$ cat config.mk
export PLATFORM = sky130hd
export DESIGN_NAME = alu_request_scheduler_flat
export DESIGN_NICKNAME = d
export VERILOG_FILES = /design/src/rtl/alu_sched_pkg.sv /design/src/rtl/alu_request_scheduler_if.sv /design/src/rtl/alu_request_scheduler_rr_arbiter.sv /design/src/rtl/alu_request_scheduler.sv /design/src/flat_wrapper.sv
export SDC_FILE = /design/constraint.sdc
export NUM_CORES = 1
export LEC_CHECK = 0
export BUFFER_PORTS_ARGS = -buffer_cell sky130_fd_sc_hd__buf_4
export CAP_MARGIN = 20
export CORE_MARGIN = 2
export CORE_UTILIZATION = 40
export DETAILED_ROUTE_END_ITERATION = 16
export GPL_TIMING_DRIVEN = 0
export PLACE_DENSITY = 0.7
export SYNTH_ARGS = -nofsm -noshare
export SYNTH_HDL_FRONTEND = slang
export SYNTH_SLANG_ARGS = --single-unit
$ cat constraint.sdc
create_clock -name clk -period 1.28 [get_ports clk]
set_input_delay 0.128 -clock clk [delete_from_list [all_inputs] [get_ports clk]]
set_output_delay 0.128 -clock clk [all_outputs]
set_load 0.05 [all_outputs]
$ cat src/rtl/alu_sched_pkg.sv
// Shared constants, FSM state encoding and opcode helpers for the ALU request scheduler.
// The optional WAIT watchdog (ALU_TIMEOUT_EN) takes its default limit from here.
package alu_sched_pkg;

  localparam logic [1:0] OP_ADD = 2'b00;
  localparam logic [1:0] OP_SUB = 2'b01;
  localparam logic [1:0] OP_MUL = 2'b10;
  localparam logic [1:0] OP_DIV = 2'b11;

  localparam int DEFAULT_TIMEOUT_CYCLES = 64;

  // One-hot to match the encoding style of the ALU's own control unit.
  typedef enum logic [4:0] {
    S_IDLE   = 5'b00001,
    S_LOAD_X = 5'b00010,
    S_LOAD_Y = 5'b00100,
    S_WAIT   = 5'b01000,
    S_RESP   = 5'b10000
  } state_e;

  function automatic logic has_hi_byte(input logic [1:0] op);
    logic r;
    case (op)
      OP_ADD, OP_SUB: r = 1'b0;
      OP_MUL, OP_DIV: r = 1'b1;
      default:        r = 1'b0;
    endcase
    return r;
  endfunction

endpackage

$ cat src/rtl/alu_request_scheduler_if.sv
// Requester-side bus of the ALU request scheduler: per-requester request vectors
// and the single shared response channel.
interface alu_request_scheduler_if #(
  parameter int N_REQ = 2
) ();

  localparam int ID_W = (N_REQ > 1) ? $clog2(N_REQ) : 1;

  logic [N_REQ-1:0]   req_valid;
  logic [N_REQ-1:0]   req_ready;
  logic [2*N_REQ-1:0] req_op;
  logic [8*N_REQ-1:0] req_x;
  logic [8*N_REQ-1:0] req_y;
  logic               rsp_valid;
  logic               rsp_ready;
  logic [ID_W-1:0]    rsp_id;
  logic [15:0]        rsp_data;
  logic               rsp_err;

  modport master (
    output req_valid, req_op, req_x, req_y, rsp_ready,
    input  req_ready, rsp_valid, rsp_id, rsp_data, rsp_err
  );

  modport slave (
    input  req_valid, req_op, req_x, req_y, rsp_ready,
    output req_ready, rsp_valid, rsp_id, rsp_data, rsp_err
  );

endinterface

$ cat src/rtl/alu_request_scheduler_rr_arbiter.sv
// Combinational round-robin arbiter: picks the first set request scanning upward
// from ptr with wrap-around, returning a one-hot grant and its index.
module rr_arbiter #(
  parameter int N_REQ = 2
) (
  input  logic [N_REQ-1:0]                          req,
  input  logic [((N_REQ > 1) ? $clog2(N_REQ) : 1)-1:0] ptr,
  output logic [N_REQ-1:0]                          gnt,
  output logic [((N_REQ > 1) ? $clog2(N_REQ) : 1)-1:0] gnt_idx,
  output logic                                      gnt_vld
);

  localparam int ID_W = (N_REQ > 1) ? $clog2(N_REQ) : 1;

  logic [ID_W-1:0] k;
  logic            hit;

  // Priority scan starting at ptr; the first hit wins and masks later slots.
  always_comb begin
    gnt     = '0;
    gnt_idx = '0;
    gnt_vld = 1'b0;
    k       = '0;
    hit     = 1'b0;
    for (int i = 0; i < N_REQ; i++) begin
      k       = ID_W'((int'(ptr) + i) % N_REQ);
      hit     = ~gnt_vld & req[k];
      gnt[k]  = gnt[k] | hit;
      gnt_idx = hit ? k : gnt_idx;
      gnt_vld = gnt_vld | hit;
    end
  end

endmodule

$ cat src/rtl/alu_request_scheduler.sv
// Shares one sequential ALU among N_REQ requesters: round-robin grant, BEGIN/X/Y
// load sequence, result capture on END, valid/ready response. ALU_TIMEOUT_EN adds a WAIT watchdog.
module alu_request_scheduler
  import alu_sched_pkg::*;
#(
  parameter int N_REQ = 2
`ifdef ALU_TIMEOUT_EN
  , parameter int TIMEOUT_CYCLES = DEFAULT_TIMEOUT_CYCLES
`endif
) (
  input  logic                         clk,
  input  logic                         reset,
  alu_request_scheduler_if.slave       bus,
  output logic                         alu_begin,
  output logic [1:0]                   alu_op_code,
  output logic [7:0]                   alu_inbus,
  input  logic [7:0]                   alu_outbus,
  input  logic                         alu_end,
  output logic                         alu_reset
);

  localparam int ID_W = (N_REQ > 1) ? $clog2(N_REQ) : 1;

  state_e          state_q, state_d;
  logic [ID_W-1:0] rr_ptr_q, rr_ptr_d;
  logic [ID_W-1:0] grant_q, grant_d;
  logic [1:0]      op_q, op_d;
  logic [7:0]      y_q, y_d;
  logic [7:0]      prev_q, prev_d;

  logic            rsp_valid_q, rsp_valid_d;
  logic [ID_W-1:0] rsp_id_q, rsp_id_d;
  logic [15:0]     rsp_data_q, rsp_data_d;
  logic            alu_begin_q, alu_begin_d;
  logic [1:0]      alu_op_code_q, alu_op_code_d;
  logic [7:0]      alu_inbus_q, alu_inbus_d;

  logic [N_REQ-1:0] arb_gnt;
  logic [ID_W-1:0]  arb_idx;
  logic             arb_vld;
  logic [N_REQ-1:0] req_ready_s;

`ifdef ALU_TIMEOUT_EN
  localparam int TMO_W = $clog2(TIMEOUT_CYCLES + 1);
  logic [TMO_W-1:0] tmo_cnt_q, tmo_cnt_d;
  logic             abort_q, abort_d;
  logic             rsp_err_q, rsp_err_d;
`endif

  rr_arbiter #(.N_REQ(N_REQ)) u_arb (
    .req     (bus.req_valid),
    .ptr     (rr_ptr_q),
    .gnt     (arb_gnt),
    .gnt_idx (arb_idx),
    .gnt_vld (arb_vld)
  );

  assign prev_d = alu_outbus;

  // Next-state and output decode for the job sequencer.
  always_comb begin
    state_d       = state_q;
    rr_ptr_d      = rr_ptr_q;
    grant_d       = grant_q;
    op_d          = op_q;
    y_d           = y_q;
    rsp_valid_d   = rsp_valid_q;
    rsp_id_d      = rsp_id_q;
    rsp_data_d    = rsp_data_q;
    alu_begin_d   = 1'b0;
    alu_op_code_d = alu_op_code_q;
    alu_inbus_d   = 8'h00;
    req_ready_s   = '0;
`ifdef ALU_TIMEOUT_EN
    tmo_cnt_d     = tmo_cnt_q;
    abort_d       = 1'b0;
    rsp_err_d     = rsp_err_q;
`endif
    case (state_q)
      S_IDLE: begin
        // Acceptance is combinational so req_ready lands in the grant cycle.
        if (arb_vld && !reset) begin
          req_ready_s   = arb_gnt;
          grant_d       = arb_idx;
          op_d          = bus.req_op[2*arb_idx +: 2];
          y_d           = bus.req_y[8*arb_idx +: 8];
          alu_begin_d   = 1'b1;
          alu_op_code_d = bus.req_op[2*arb_idx +: 2];
          alu_inbus_d   = bus.req_x[8*arb_idx +: 8];
          state_d       = S_LOAD_X;
        end else begin
          state_d       = S_IDLE;
        end
      end
      S_LOAD_X: begin
        alu_inbus_d = y_q;
        state_d     = S_LOAD_Y;
      end
      S_LOAD_Y: begin
        state_d = S_WAIT;
`ifdef ALU_TIMEOUT_EN
        tmo_cnt_d = '0;
`endif
      end
      S_WAIT: begin
        if (alu_end) begin
          rsp_valid_d = 1'b1;
          rsp_id_d    = grant_q;
          rsp_data_d  = {has_hi_byte(op_q) ? prev_q : 8'h00, alu_outbus};
          state_d     = S_RESP;
`ifdef ALU_TIMEOUT_EN
          rsp_err_d   = 1'b0;
        end else if (tmo_cnt_q == TMO_W'(TIMEOUT_CYCLES - 1)) begin
          abort_d     = 1'b1;
          rsp_valid_d = 1'b1;
          rsp_id_d    = grant_q;
          rsp_data_d  = 16'h0000;
          rsp_err_d   = 1'b1;
          state_d     = S_RESP;
        end else begin
          tmo_cnt_d   = tmo_cnt_q + 1'b1;
          state_d     = S_WAIT;
        end
`else
        end else begin
          state_d     = S_WAIT;
        end
`endif
      end
      S_RESP: begin
        // The pointer only moves on completion, which bounds every requester's wait.
        if (bus.rsp_ready) begin
          rsp_valid_d = 1'b0;
          rr_ptr_d    = (grant_q == ID_W'(N_REQ - 1)) ? '0 : grant_q + 1'b1;
          state_d     = S_IDLE;
        end else begin
          state_d     = S_RESP;
        end
      end
      default: begin
        state_d = S_IDLE;
      end
    endcase
  end

  // State and output registers with synchronous reset.
  always_ff @(posedge clk) begin
    if (reset) begin
      state_q       <= S_IDLE;
      rr_ptr_q      <= '0;
      grant_q       <= '0;
      op_q          <= 2'b00;
      y_q           <= 8'h00;
      prev_q        <= 8'h00;
      rsp_valid_q   <= 1'b0;
      rsp_id_q      <= '0;
      rsp_data_q    <= 16'h0000;
      alu_begin_q   <= 1'b0;
      alu_op_code_q <= 2'b00;
      alu_inbus_q   <= 8'h00;
`ifdef ALU_TIMEOUT_EN
      tmo_cnt_q     <= '0;
      abort_q       <= 1'b0;
      rsp_err_q     <= 1'b0;
`endif
    end else begin
      state_q       <= state_d;
      rr_ptr_q      <= rr_ptr_d;
      grant_q       <= grant_d;
      op_q          <= op_d;
      y_q           <= y_d;
      prev_q        <= prev_d;
      rsp_valid_q   <= rsp_valid_d;
      rsp_id_q      <= rsp_id_d;
      rsp_data_q    <= rsp_data_d;
      alu_begin_q   <= alu_begin_d;
      alu_op_code_q <= alu_op_code_d;
      alu_inbus_q   <= alu_inbus_d;
`ifdef ALU_TIMEOUT_EN
      tmo_cnt_q     <= tmo_cnt_d;
      abort_q       <= abort_d;
      rsp_err_q     <= rsp_err_d;
`endif
    end
  end

  assign bus.req_ready = req_ready_s;
  assign bus.rsp_valid = rsp_valid_q;
  assign bus.rsp_id    = rsp_id_q;
  assign bus.rsp_data  = rsp_data_q;
  assign alu_begin     = alu_begin_q;
  assign alu_op_code   = alu_op_code_q;
  assign alu_inbus     = alu_inbus_q;

`ifdef ALU_TIMEOUT_EN
  assign bus.rsp_err   = rsp_err_q;
  assign alu_reset     = reset | abort_q;
`else
  assign bus.rsp_err   = 1'b0;
  assign alu_reset     = reset;
`endif

endmodule

$ cat src/flat_wrapper.sv
// flat-port wrapper written by rule: the top's interface ports become plain ports
module alu_request_scheduler_flat import alu_sched_pkg::*;
#(
  parameter int N_REQ = 2

)
  (clk, reset, alu_begin, alu_op_code, alu_inbus, alu_outbus, alu_end, alu_reset, bus_req_valid, bus_req_op, bus_req_x, bus_req_y, bus_rsp_ready, bus_req_ready, bus_rsp_valid, bus_rsp_id, bus_rsp_data, bus_rsp_err);
  alu_request_scheduler_if #(.N_REQ(N_REQ)) bus_i ();
  input  logic clk;
  input  logic reset;
  output logic alu_begin;
  output logic [1:0] alu_op_code;
  output logic [7:0] alu_inbus;
  input  logic [7:0] alu_outbus;
  input  logic alu_end;
  output logic alu_reset;
  input wire logic [$bits(bus_i.req_valid)-1:0] bus_req_valid;
  input wire logic [$bits(bus_i.req_op)-1:0] bus_req_op;
  input wire logic [$bits(bus_i.req_x)-1:0] bus_req_x;
  input wire logic [$bits(bus_i.req_y)-1:0] bus_req_y;
  input wire logic [$bits(bus_i.rsp_ready)-1:0] bus_rsp_ready;
  output wire logic [$bits(bus_i.req_ready)-1:0] bus_req_ready;
  output wire logic [$bits(bus_i.rsp_valid)-1:0] bus_rsp_valid;
  output wire logic [$bits(bus_i.rsp_id)-1:0] bus_rsp_id;
  output wire logic [$bits(bus_i.rsp_data)-1:0] bus_rsp_data;
  output wire logic [$bits(bus_i.rsp_err)-1:0] bus_rsp_err;
  assign bus_i.req_valid = bus_req_valid;
  assign bus_i.req_op = bus_req_op;
  assign bus_i.req_x = bus_req_x;
  assign bus_i.req_y = bus_req_y;
  assign bus_i.rsp_ready = bus_rsp_ready;
  assign bus_req_ready = bus_i.req_ready;
  assign bus_rsp_valid = bus_i.rsp_valid;
  assign bus_rsp_id = bus_i.rsp_id;
  assign bus_rsp_data = bus_i.rsp_data;
  assign bus_rsp_err = bus_i.rsp_err;
  alu_request_scheduler #(.N_REQ(N_REQ)) u_core (.clk(clk), .reset(reset), .bus(bus_i), .alu_begin(alu_begin), .alu_op_code(alu_op_code), .alu_inbus(alu_inbus), .alu_outbus(alu_outbus), .alu_end(alu_end), .alu_reset(alu_reset));
endmodule
After elaboration in Yosys (flattened, before gate mapping)
Index checks and enable logic that the tools add are counted.

Register bits after elaboration: 52. Bits of input ports: 50. Output and inout port bits: 33. Logic and storage cells: 81.

$add $sub $neg: 2. $lt $le $gt $ge: 4. Equality and inequality tests: 10. Shift operators: 3. Muxes and demuxes: 31. Bitwise operators: 7. Reductions and logical operators: 13.

Operators by type and width (number): variable part select 16 x 5 -> 8 bit (2); one-hot mux 5 bit (5 select lines) (1); 2-to-1 mux 1 bit (17); 2-to-1 mux 8 bit (2); one-hot mux 8 bit (2 select lines) (1); 2-to-1 mux 5 bit (2); 2-to-1 mux 2 bit (3); AND reduction 2 bit (3); OR reduction 2 bit (3); == test 5 x 1 -> 1 bit, second input constant (1); == test 5 x 2 -> 1 bit, second input constant (1); == test 5 x 3 -> 1 bit, second input constant (1); == test 5 x 4 -> 1 bit, second input constant (1); == test 5 bit, second input constant (1); == test 2 bit, second input constant (2); less-than comparator 1 x 2 -> 1 bit, second input constant (2); inequality test 2 bit, second input constant (2); one-hot mux 1 bit (2 select lines) (2); variable part select 4 x 3 -> 2 bit (1); logical AND 1 bit (3); bitwise OR 1 bit (3); AND reduction 3 bit (1); adder 1 bit, second input constant (2); AND 2 bit (1); 9 further kinds (12).

Logic depth before layout (Yosys ltp)
Gate-level depths: netlist of the first run.

Depth after elaboration: 11. Depth in mapped cells: 7. Gate-level depth less buffers: 4.

By module
From an unflattened synthesis of the first run, not the netlist that was laid out.

Cell total of the unflattened synthesis: 250. Area total of the unflattened synthesis: 2302.2 µm².

Modules (own cells, without submodules): alu_request_scheduler (times used 1, cells each 245, area an instance 2269.7 µm², sequential area each 1041.0 µm²); rr_arbiter (times used 1, cells each 5, area an instance 32.5 µm², sequential area each 0.0 µm²).

Worst setup path after synthesis of the first run
OpenSTA, ideal clock, no wires.

Kind: register to register. From: register u_core.state_q[3]. To: register u_core.grant_q. Setup time: 66 ps. Data arrival time: 1984 ps. Data required time: 1214 ps. Path slack: -769 ps. Cell stages (with the launch flop): 5. Path buffers: 0. Clock period less this slack: 2049 ps. Cells stage by stage: dfxtp_1 > nor2_1 > nand3_1 > nor3_1 > a31o_2.

Word-level cells in the longest chain between the ends: 2.

Ends and longest elaborated chain: start, declared (line alu_request_scheduler.sv:24) `state_e state_q, state_d;`; start signal, assigned (line alu_request_scheduler.sv:167) `state_q <= state_d;`; == test 5 x 1 -> 1 bit (line alu_request_scheduler.sv:79) `case (state_q)`; AND reduction 2 bit (no line); end signal, assigned (line alu_request_scheduler.sv:169) `grant_q <= grant_d;`; end, declared (line alu_request_scheduler.sv:26) `logic [ID_W-1:0] grant_q, grant_d;`.

No other way between the ends. A chain may end at the register's enable or synchronous reset.

Worst setup path after layout of the first run
From: register u_core.state_q[0]. To: register u_core.alu_inbus_q[0], in the netlist u_core.alu_inbus[0].

Word-level cells in the longest chain between the ends: 2. Elaborated cells between the ends (all ways): 3. Classes of those cells: eq/ne (2); mux (1).

Ends and longest elaborated chain: == test 5 x 2 -> 1 bit / == test 5 x 1 -> 1 bit (equally long branches) (line alu_request_scheduler.sv:79); one-hot mux 8 bit (2 select lines) * (line alu_request_scheduler.sv:79); end signal, assigned (line alu_request_scheduler.sv:178) `alu_inbus_q <= alu_inbus_d;`; end, declared (line alu_request_scheduler.sv:36) `logic [7:0] alu_inbus_q, alu_inbus_d;`.

Mark *: on every way between the ends. The rest lies on a longest branch, timed or not.

==> impl_metrics.ini, run 1 <==
[logic_synthesis]
ys_warn_count = 0
syn_area_per_cell_um2 = 9.145
syn_area_um2 = 2158
synthCells = 236
synthDistinctLibCells = 36
synth_seq_cells = 52
syn_nets = 286
ys_seq_area_frac = 0.4823

[cells_and_area]
drive_above_1_share = 0.5572
fin_util = 0.6572
diodes = 0
syn_to_final_growth_pct = 57.51
fin_cells = 411
fillers = 414
stdcell_area_um2 = 3400
multi_input_area_um2 = 1202
regArea_um2 = 1054
nNetsFinal = 390

[timing]
setup_viol = 40
hold_ws_ps = 46.74
timing.fmax_mhz = 707.3
rsz0062_at_grt = yes
finalMaxSlewViolations = 0
maxSlewHeadroom = 0.4905
period_minus_slack_ps = 1414
skew_ps = 5.685
fin_crit_sh = 1.105
hold_violations = 0
finalSetupTns_ps = -3926
tightest_slew_ps = 764.2
layout_setup_ws_ps = -133.8

[clock_network]
htreeDepth = 2
clock_tree.root_cell = clkbuf_8
clk_pin_slew_ps = 100
cts_tree = done
insertion_delay_ps = 310
clock_sinks = 52
clockBufferDepth = 2
numCtsBuffers = 5

[die]
initial_core_util = 0.4173
ios = 83
core-area_um2 = 5172
die_w_um = 77.46
rows = 26
die_h_um = 77.46
dieArea_um2 = 5999

[worst_setup_path]
cp_top_family = simple AND/OR/NAND/NOR gates
end_kind = flip-flop
crit_chain = buf_6, or3_4, nor3_4, buf_6, nand2_2, o21ai_2
worstPathArrival_ps = 1660
crit_type = flip-flop to flip-flop
cp_max_fo = 8
worst-endpoint-required_ps = 1530
critPathLaunchType = flip-flop
crit_slowest_cell = or3_4
cp_num_buf_inv = 2
slowest_delay_ps = 380
cp_common_cell = buf_6

[power_and_ir_drop]
peakVddDrop_uv = 742.9
p_leak_nw = 1.542
power.density_nw_per_um2 = 1066

[global_route]
grt_first_pass_wirelength_mm = 8.956
grt_max_degree = 19
antenna_found_initial = 0
grt.total_usage = 0.1877
grt-ovfl-total = 0
grt_pass1_vias = 1905

[route]
drtIter0Drc = 98
drt-total-wl_mm = 5.760
postRouteAntennaNets = 0
num_vias = 2009
drc = 0
via_per_inst = 4.888
drt_pre_antenna_iters = 5
wire_per_inst_um = 14.01

[hold_path]
hp-class = primary input to flip-flop

[placed_design]
dp.final_hpwl_mm = 3.871
gp_congestion = 0.7992
place_area_um2 = 2910
numPortBuffers = 80
dp_cells = 386

[flow_run]
drv_cap = 0

[status]
status = complete, but fails checks
violations = setup timing
layer usage:
metal	GRT usage	wire length, µm	vias up
li1	-	-	1013
met1	0.2339	2541	940
met2	0.3157	2907	48
met3	0.04419	218	8
met4	0.06964	93	0
met5	0	0	-
synthesized netlist by cell type, drive strengths merged:
| cell type | n | area (µm²) |
|---|---|---|
| clkbuf | 4 | 15.01 |
| and2 | 1 | 6.260 |
| nand2b | 2 | 12.51 |
| a31o | 1 | 8.760 |
| nand3 | 10 | 50.05 |
| nand4b | 2 | 17.52 |
| conb | 1 | 3.750 |
| nand4 | 3 | 18.77 |
| nor2b | 13 | 81.33 |
| inv | 12 | 45.04 |
| nand3b | 1 | 7.510 |
| o21a | 1 | 7.510 |
| o21ai | 9 | 75.07 |
| o211a | 1 | 10.01 |
| a311oi | 1 | 8.760 |
| nor2 | 5 | 21.27 |
| dfxtp | 52 | 1041 |
| mux2i | 8 | 80.08 |
| a21oi | 28 | 140.1 |
| nand2 | 49 | 191.4 |
| a221oi | 9 | 135.1 |
| nor3 | 5 | 41.29 |
| o311ai | 1 | 8.760 |
| and3 | 1 | 6.260 |
| or2 | 1 | 6.260 |
| or3 | 1 | 11.26 |
| buf | 13 | 100.1 |
| o211ai | 1 | 7.510 |
layout by cell type, fill, tap and decap left out, types with 9 or more instances in the layout:
cell type	Yosys	layout
a21oi_1	28	15
a21oi_2	0	13
a221oi_2	9	9
buf_4	4	92
buf_6	4	9
dfxtp_1	52	46
inv_1	11	11
nand2_1	48	31
nand2_4	1	10
nor2b_1	13	11
final timing paths:
kind | start | endpoint | slack (ps) | depth (start not counted)
worst max-delay path | u_core.state_q[0] | u_core.alu_inbus[0] | -130 | 6
worst min-delay path | alu_outbus[1] | u_core.prev_q[1] | 50 | 2
worst max register to register | u_core.state_q[0] | u_core.alu_inbus[0] | -130 | 6
worst min register to register | u_core.bus.rsp_data[15] | u_core.bus.rsp_data[15] | 460 | 2
final cells by class:
cell class	count	area share
tap	70	0.02576
clock inverter	3	0.007361
sequential	52	0.3099
buffer	17	0.04380
timing repair buffer	97	0.2260
clock buffer	5	0.02024
inverter	12	0.01325
multi-input combinational	155	0.3537
through the flow:
stage                     worst slack, ps  total power [mW]
after floorplan                    -47.88             2.315
after global placement             -332.1             2.562
after detailed placement           -320.3             2.573
after CTS                          -132.6             3.600
after global routing               -226.4             3.797
final                              -133.8             3.625
worst register-to-register path, cell delays in order (launching register included):
cell	delay, ps
dfxtp_2	330
buf_6	130
or3_4	390
nor3_4	230
buf_6	170
nand2_2	60
o21ai_2	50
report_power, final:
part / switching [mW] / total, mW / internal, mW
registers: 0.0570 / 1.77 / 1.71
logic: 0.478 / 0.862 / 0.384
clock network: 0.598 / 0.998 / 0.400
state kept, by name, indices dropped and copies added (netlist names):
register              cells
u_core.state_q            5
u_core.bus.rsp_data      16
u_core.alu_inbus          8
u_core.y_q                8
u_core.prev_q             8
u_core.grant_q            1
u_core.rr_ptr_q           1
u_core.bus.rsp_id         1
u_core.bus.rsp_valid      1
u_core.op_q               2
u_core.alu_begin          1
kinds of logic (layout without fill, tap and decap cells):
family                 Yosys count  in the layout  synth area share
AO/OA/AOI/OAI                   52             52            0.1861
buffers and inverters           29            134           0.07420
flip-flops                      52             52            0.4823
multiplexers                     8              8           0.03710
other                            1              1          0.001737
AND/OR/NAND/NOR                 94             94            0.2186
timing repair:
action,CTS,global route
pin swaps,11,26
buffers inserted,9,6
gates cloned,0,2
resized for setup,20,48
hold buffers,0,0
setup endpoints to repair,41,42
No activity file was read; power rests on OpenSTA's default activity.
==> run 2, diff against run 1 <==
--- a/config.mk
+++ b/config.mk
@@ -5,13 +5,13 @@
 export SDC_FILE = /design/constraint.sdc
 export NUM_CORES = 1
 export LEC_CHECK = 0
-export BUFFER_PORTS_ARGS = -buffer_cell sky130_fd_sc_hd__buf_4
+export BUFFER_PORTS_ARGS = -buffer_cell sky130_fd_sc_hd__buf_2
 export CAP_MARGIN = 20
 export CORE_MARGIN = 2
 export CORE_UTILIZATION = 40
 export DETAILED_ROUTE_END_ITERATION = 16
 export GPL_TIMING_DRIVEN = 0
-export PLACE_DENSITY = 0.7
+export PLACE_DENSITY = 0.67
 export SYNTH_ARGS = -nofsm -noshare
 export SYNTH_HDL_FRONTEND = slang
 export SYNTH_SLANG_ARGS = --single-unit
==> constraint.sdc (replaced) <==
create_clock -name clk -period 1.45 [get_ports clk]
set_input_delay 0.145 -clock clk [delete_from_list [all_inputs] [get_ports clk]]
set_output_delay 0.145 -clock clk [all_outputs]
set_load 0.05 [all_outputs]
==> run 2 against run 1 <==
Compared with the run above: the run still ends with setup timing left; clock skew increased by 5.3 ps; sequential cell count unchanged; die area unchanged; via count increased by 0.30%; first-iteration DRC count increased by 1.0%; final cell count increased by 0.24%; worst setup slack improved by 66 ps; register-to-register slack improved by 70 ps; routed wire length increased by 2.6%; total power decreased by 8.3%; worst hold slack improved by 37 ps.
==> impl_metrics.ini, run 2 (synthesis gave the netlist of run 1 again) <==
[timing]
finalMaxSlewViolations = 0
fin_crit_sh = 1.047
setup_viol = 19
layout_setup_ws_ps = -68.25
timing.fmax_mhz = 658.7
maxSlewHeadroom = 0.4927
hold_violations = 0
finalSetupTns_ps = -622.7
tightest_slew_ps = 761.0
period_minus_slack_ps = 1518
rsz0062_at_grt = yes
skew_ps = 10.96

[clock_network]
clock_tree.root_cell = clkbuf_8
clk_pin_slew_ps = 100
postCtsHoldBufs = 0
htreeDepth = 2
insertion_delay_ps = 310
cts_tree = done
clockBufferDepth = 2
clock_sinks = 52
numCtsBuffers = 5

[route]
drt-total-wl_mm = 5.909
wire_per_inst_um = 14.34
drt_pre_antenna_iters = 4
postRouteAntennaNets = 0
num_vias = 2015
via_per_inst = 4.891
drc = 0
drtIter0Drc = 99

[cells_and_area]
nNetsFinal = 391
diodes = 0
layout_commonest_cell = buf_2
fin_util = 0.6304
syn_to_final_growth_pct = 51.07
final_cell_mix = buf_2 (84), dfxtp_1 (46), nand2_1 (40), a21oi_1 (15), buf_4 (13)
drive_above_1_share = 0.5292
largest_reg_flops = 16
stdcell_area_um2 = 3261

[hold_path]
holdPathStages = 3
hp-class = primary input to flip-flop

[power_and_ir_drop]
pwr-share-clk = 0.303
p_leak_nw = 1.511
swShare = 0.2934
p_seq_frac = 0.471
power.density_nw_per_um2 = 1020
peakVddDrop_uv = 674.7
p_int_mw = 2.350
power.switching_mw = 0.9754
power_frac_comb = 0.226

[placed_design]
gp_congestion = 0.7915
dp.final_hpwl_mm = 3.804
place_area_um2 = 2669
numPortBuffers = 80

[die]
die_h_um = 77.46
ios = 83
rows = 26
initial_core_util = 0.4173
die_w_um = 77.46
dieArea_um2 = 5999
core-area_um2 = 5172

[global_route]
grt_pass1_vias = 1887
grt_first_pass_wirelength_mm = 8.556
grt.total_usage = 0.1785
antenna_found_initial = 0
grt-ovfl-total = 0
grt_max_degree = 17

[worst_setup_path]
critPathLaunchType = flip-flop
reg2regPathDepth = 7
r2r_slack_ps = -70
crit_type = flip-flop to flip-flop
cp_max_fo = 6
worst-endpoint-required_ps = 1610
end_kind = flip-flop
worstPathArrival_ps = 1680

[status]
violations = setup timing
status = complete, but fails checks

[flow_run]
drv_cap = 0
==> run 2: cell count changes in the layout (fill, tap and decap cells not counted), moves of 2 or more <==
cell	change
buf_2	+80
buf_4	-79
nand2_1	+9
nand2_2	-8
dfxtp_2	-3
dfxtp_4	+3
nand3_1	+3
nand3_2	-3
a21oi_2	-2
a21oi_4	+2
buf_6	-2
clkbuf_16	+2
==> run 2: power by group through the flow <==
stage	Clock (mW)	Sequential, mW	Combinational, mW
after floorplan	0	1.68	0.343
after global placement	0	1.57	0.604
after detailed placement	0	1.58	0.613
after CTS	1.02	1.55	0.667
after global routing	1.08	1.57	0.797
final	1.01	1.57	0.751
==> run 2: metal layers <==
layer | vias to the layer above | track usage | part of all wire
met5 | - | 0 | 0
met4 | 0 | 0.06429 | 0.018
met3 | 11 | 0.04419 | 0.042
met2 | 51 | 0.3139 | 0.52
met1 | 944 | 0.2103 | 0.42
li1 | 1009 | - | -
==> run 2: critical path: stages, from the launching register on <==
cell,delay [ps]
dfxtp_4,390
nor2_4,140
buf_6,130
nand4b_1,180
buf_6,200
clkbuf_16,160
a21oi_4,110
a221oi_2,60
==> run 2: final timing paths <==
kind | startpoint | endpoint
worst max-delay path | u_core.state_q[1] | u_core.y_q[5]
worst min-delay path | bus_req_y[3] | u_core.y_q[3]
worst max register to register | u_core.state_q[1] | u_core.y_q[5]
worst min register to register | u_core.bus.rsp_data[11] | u_core.bus.rsp_data[11]
==> run 2: per-stage QoR <==
step	power, mW	worst slack [ps]	std cells	hold WS [ps]
3_3_place_gp	2.178	-83.98	386	385.5
2_1_floorplan	2.020	-17.58	236	273.2
3_5_place_dp	2.189	-99.76	386	391.2
6_report	3.325	-68.25	412	83.86
4_1_cts	3.232	-65.36	404	67.96
5_1_grt	3.450	-110.2	412	79.13
==> run 2: layout make-up <==
type / instances / area, µm²
Inverter: 12 / 50.05
Timing Repair Buffer: 99 / 629.4
Fill cell: 427 / 1912
Sequential cell: 52 / 1061
Clock buffer: 6 / 72.57
Tap cell: 70 / 87.58
Clock inverter: 2 / 38.79
Multi-Input combinational cell: 155 / 1194
Buffer: 16 / 127.6
==> run 2: repair_timing <==
action | 4_1_cts | 5_1_grt
gates cloned | 0 | 4
setup endpoints to repair | 22 | 31
resized for setup | 16 | 59
pin swaps | 5 | 36
buffers inserted | 10 | 5
